==> src/rtl/timebase_ctrl.sv <==
// Time-of-day keeper: prescaled second tick, hh:mm:ss cascade with
// coincident carry pulses, and a one-cycle validated load path.
module timebase_ctrl #(
  parameter int unsigned PRESCALE = 50000000,
  parameter int unsigned PW       = 26
) (
  input  logic       clk,
  input  logic       rst_n,
  input  logic       run,
  input  logic       load_req,
  input  logic [4:0] load_hh,
  input  logic [5:0] load_mm,
  input  logic [5:0] load_ss,
  output logic       load_ack,
  output logic       load_err,
  output logic [4:0] hh,
  output logic [5:0] mm,
  output logic [5:0] ss,
  output logic       sec_tick,
  output logic       min_tick,
  output logic       hour_tick,
  output logic       day_wrap
);

  typedef enum logic [1:0] {STOP, RUN, LOAD} state_t;

  localparam logic [PW-1:0] PRESC_MAX = PW'(PRESCALE - 1);

  state_t        state_q, state_d;
  logic [PW-1:0] presc_q, presc_d;
  logic [4:0]    hh_q, hh_d;
  logic [5:0]    mm_q, mm_d;
  logic [5:0]    ss_q, ss_d;
  logic          load_req_q;
  logic          sec_q, sec_d;
  logic          min_q, min_d;
  logic          hour_q, hour_d;
  logic          day_q, day_d;
  logic          ack_q, ack_d;
  logic          err_q, err_d;
  logic          load_rise;
  logic          load_ok;

  assign load_rise = load_req & ~load_req_q;
  assign load_ok   = (load_hh <= 5'd23) && (load_mm <= 6'd59) && (load_ss <= 6'd59);

  // Next-state: mode transitions, prescaler, time cascade and pulse requests
  always_comb begin
    state_d = state_q;
    presc_d = presc_q;
    hh_d    = hh_q;
    mm_d    = mm_q;
    ss_d    = ss_q;
    sec_d   = 1'b0;
    min_d   = 1'b0;
    hour_d  = 1'b0;
    day_d   = 1'b0;
    ack_d   = 1'b0;
    err_d   = 1'b0;
    unique case (state_q)
      STOP: begin
        if (load_rise)  state_d = LOAD;
        else if (run)   state_d = RUN;
      end
      RUN: begin
        // A load request pre-empts the count, so a coincident terminal
        // count is discarded rather than ticked.
        if (load_rise) begin
          state_d = LOAD;
        end else begin
          if (!run) state_d = STOP;
          if (presc_q == PRESC_MAX) begin
            presc_d = '0;
            sec_d   = 1'b1;
            if (ss_q == 6'd59) begin
              ss_d  = '0;
              min_d = 1'b1;
              if (mm_q == 6'd59) begin
                mm_d   = '0;
                hour_d = 1'b1;
                if (hh_q == 5'd23) begin
                  hh_d  = '0;
                  day_d = 1'b1;
                end else begin
                  hh_d = hh_q + 5'd1;
                end
              end else begin
                mm_d = mm_q + 6'd1;
              end
            end else begin
              ss_d = ss_q + 6'd1;
            end
          end else begin
            presc_d = presc_q + 1'b1;
          end
        end
      end
      LOAD: begin
        state_d = run ? RUN : STOP;
        if (load_ok) begin
          hh_d    = load_hh;
          mm_d    = load_mm;
          ss_d    = load_ss;
          presc_d = '0;
          ack_d   = 1'b1;
        end else begin
          err_d = 1'b1;
        end
      end
      default: state_d = STOP;
    endcase
  end

  // State and registered outputs, cleared asynchronously
  always_ff @(posedge clk or negedge rst_n) begin
    if (!rst_n) begin
      state_q    <= STOP;
      presc_q    <= '0;
      hh_q       <= '0;
      mm_q       <= '0;
      ss_q       <= '0;
      load_req_q <= 1'b0;
      sec_q      <= 1'b0;
      min_q      <= 1'b0;
      hour_q     <= 1'b0;
      day_q      <= 1'b0;
      ack_q      <= 1'b0;
      err_q      <= 1'b0;
    end else begin
      state_q    <= state_d;
      presc_q    <= presc_d;
      hh_q       <= hh_d;
      mm_q       <= mm_d;
      ss_q       <= ss_d;
      load_req_q <= load_req;
      sec_q      <= sec_d;
      min_q      <= min_d;
      hour_q     <= hour_d;
      day_q      <= day_d;
      ack_q      <= ack_d;
      err_q      <= err_d;
    end
  end

  assign hh        = hh_q;
  assign mm        = mm_q;
  assign ss        = ss_q;
  assign sec_tick  = sec_q;
  assign min_tick  = min_q;
  assign hour_tick = hour_q;
  assign day_wrap  = day_q;
  assign load_ack  = ack_q;
  assign load_err  = err_q;

endmodule

==> config.mk <==
export PLATFORM = sky130hd
export DESIGN_NAME = timebase_ctrl
export DESIGN_NICKNAME = d
export VERILOG_FILES = /design/src/rtl/timebase_ctrl.sv
export SDC_FILE = /design/constraint.sdc
export NUM_CORES = 1
export LEC_CHECK = 0
export CORE_MARGIN = 3
export CORE_UTILIZATION = 35
export DETAILED_ROUTE_END_ITERATION = 10
export PLACE_DENSITY = 0.58
export RECOVER_POWER = 50
export SYNTH_ARGS = -nofsm -noshare
export SYNTH_HDL_FRONTEND = slang
export SYNTH_SLANG_ARGS = --single-unit
==> constraint.sdc <==
create_clock -name clk -period 2.8 [get_ports clk]
set_clock_uncertainty 0.15 [all_clocks]
set_input_delay 0.56 -clock clk [delete_from_list [all_inputs] [get_ports clk]]
set_output_delay 0.56 -clock clk [all_outputs]
set_load 0.02 [all_outputs]
==> impl_metrics.csv <==
group,metric,value,unit
cts,clock_path_buffers,2,
critical_path,arrival,2700,ps
synth,synth_xor_area_share,5.910,%
cts,worstSkewPairLatency,300,ps
floorplan,fp.dieArea,9609,um^2
synth,ys_top_cells_by_count,"dfrtp_1 (52), nor2_1 (30), nand2_1 (26), o21ai_0 (20), nand3_1 (19)",
grt,grt_pass1_vias,2684,
grt,grtUsageTotal,17.19,%
timing,rsz0062_at_grt,"no",
finish,final_layout_size_suffix_gt1_share,9.574,%
synth,yosys.area_share.simple,24.40,%
floorplan,die-height,98.03,um
timing,fin_crit_sh,94.61,%
synth,synth.avg_cell_area,9.092,um^2
critical_path,cp_data_required_time,2850,ps
synth,synth-seq-area-share,43.90,%
finish,area_growth,23.05,%
power_and_ir_drop,p_leak,1.455,nW
critical_path,end_kind,"flop",
cts,cts_hold_buf,0,
placed_design,numPortBuffers,43,
finish,fin_nets,400,
timing,tns,0,ps
drt,vias_per_cell,5.655,
synth,synth_top_cell_area_share,43.90,%
synth,yosysMostFrequentCell,"dfrtp_1",
drt,drtIter0Drc,108,
floorplan,num_io_pins,44,
synth,synthFlopType,"dfrtp_1",
synth,synth-edff-count,0,
critical_path,path_class,"reg -> reg",
grt,grt_pass1_wl,13590,um
synth,synth_cell_types,55,
floorplan,rows,32,
finish,fin_util,45.78,%
cts,cts_buffers,5,
synth,synthAdderAreaFrac,1.688,%
floorplan,core,7968,um^2
cts,cts.sinks,52,
drt,vias,2703,
critical_path,critical_path_peak_fanout,5,
grt,grt-ovfl-total,0,
synth,netlist_instances,326,
timing,finalSetupViolations,0,
drt,drc_errors,0,
cts,path_clk_slew,100,ps
job,maxCapViolCount,0,
finish,insertedDiodeCount,0,
synth,ys_top_cells_by_area,"dfrtp_1 (44%), xnor2_1 (4.7%), nor2_1 (3.8%)",
critical_path,r2r_start,"presc_q[10]",
placed_design,gp_congestion,0.8872,
run_status,outcome,"completed",
timing,hold_viol_final,0,
power_and_ir_drop,p_per_area,646.0,nW/um^2
timing,fin_crit,2649,ps
placed_design,dpl.hpwl,5818,um
timing,slew_headroom,19.96,%
power_and_ir_drop,vdd_drop_max,0.3651,mV
timing,fmax,377.5,MHz
floorplan,die_x,98.03,um
hold_path,hold_class,"in -> async",
timing,slew_violations,0,
critical_path,rr_endpoint,"hh[1]",
drt,avgRoutedWirePerCell,16.71,um
synth,yosysWarnings,0,
grt,grt_max_degree,28,
drt,final_antenna_net_count,0,
critical_path,worst_setup_path_start_kind,"flop",
synth,synth_mux_area_share,2.448,%
synth,synth_top_family_by_area,"simple AND/OR/NAND/NOR gates",
grt,antenna_found_initial,0,
synth,synth-seq-cells,52,
synth,syn_nets,351,
timing,tightest_slew,1201,ps
synth,synth_largest_area_cell,"dfrtp_1",
critical_path,r2r_slack,150,ps
cts,cts_tree,"built",
synth,synth-compound-area-share,17.56,%
synth,netlist_area,2964,um^2
critical_path,reg2reg_depth,5,
synth,async_flop_share,100.0,%
drt,routed_wl,7986,um
drt,dr.pass1.iters,4,
floorplan,initial_core_util,37.20,%
cts,root_buffer,"clkbuf_8",
cts,cts_htree_levels,2,
-- how the worst max path moves through the flow --
stage,start,end,cells after the start
3_3_place_gp,presc_q[10],hh[0],5
6_report,presc_q[10],hh[1],5
2_1_floorplan,presc_q[16],hh[0],8
4_1_cts,presc_q[11],hh[1],5
3_5_place_dp,presc_q[10],hh[0],5
5_1_grt,presc_q[10],hh[1],5
-- state kept, by name, summed over array words and instances (netlist names) --
register and flops:
day_wrap 1, min_tick 1, load_ack 1, sec_tick 1
hh 5, ss 6, state_q 2, mm 6
presc_q 26, load_err 1, load_req_q 1, hour_tick 1
-- worst max-delay path: stages, from the launching register on --
cell and delay [ps]:
dfrtp_1 430, or4b_1 490, or4_1 510, o21a_1 210, or3b_4 430, mux2_4 310
-- cell usage in the layout, fill, tap and decap left out, drive strengths merged, types with 6 or more instances in the layout --
cell and n:
clkbuf 12, o211ai 9, nor2 32, o21ai 20, nand3 19, a31oi 6, nand4 16, a21oi 15
dlygate4sd3 6, clkdlybuf4s50 36, nand2 26, xnor2 16, dfrtp 52, a211oi 6, buf 16, nor3 8
and3 8
-- power by group --
group | internal, mW | switching [mW] | total, mW | leakage, nW
registers | 0.873 | 0.167 | 1.04 | 0.670
clock network | 0.202 | 0.251 | 0.453 | 0.0445
logic | 0.424 | 0.439 | 0.863 | 0.740
total | 1.50 | 0.858 | 2.36 | 1.45
-- area by class of cell --
type	instances	area, um^2
tap	102	127.6
inverter	5	18.77
clock inverter	1	7.507
fill	772	4320
clock buffer	7	86.33
timing repair buffer	63	559.3
sequential	52	1301
multi-input combinational	248	1546
-- logic make-up after synthesis --
family / Yosys count
DFF: 52
muxes: 6
AOI/OAI and AO/OA: 79
xor gates and xnor gates: 20
buffers and inverters: 26
adders and majority gates: 4
and+or+nand+nor: 139
-- routing by layer --
metal	wire (um)	part of all wire [%]	up-vias	track usage, %
met2	3634	46	69	25.65
met5	0	0	-	0
met3	374	4.7	13	2.643
met1	3844	48	1319	25.47
met4	132	1.7	0	5.644
li1	-	-	1302	-
-- timing repair --
action | CTS | global route
setup buffers | 0 | 0
hold endpoints to repair | 0 | 0
gates resized for setup | 0 | 1
endpoints found under the setup margin | 0 | 2
-- stage by stage --
| stage | hold slack [ps] | worst slack [ps] | area [um^2] | power, mW | cells |
|---|---|---|---|---|---|
| floorplan | 114.4 | 1.561 | 2964 | 1.524 | 326 |
| global placement | 347.8 | 142.2 | 3567 | 1.910 | 470 |
| detailed placement | 346.9 | 75.39 | 3567 | 1.923 | 470 |
| CTS | 60.33 | 52.52 | 3661 | 2.384 | 478 |
| global route | 370.1 | 64.55 | 3647 | 2.509 | 478 |
| finish | 321.2 | 150.9 | 3647 | 2.356 | 478 |
No activity file was read; power rests on OpenSTA's default activity.
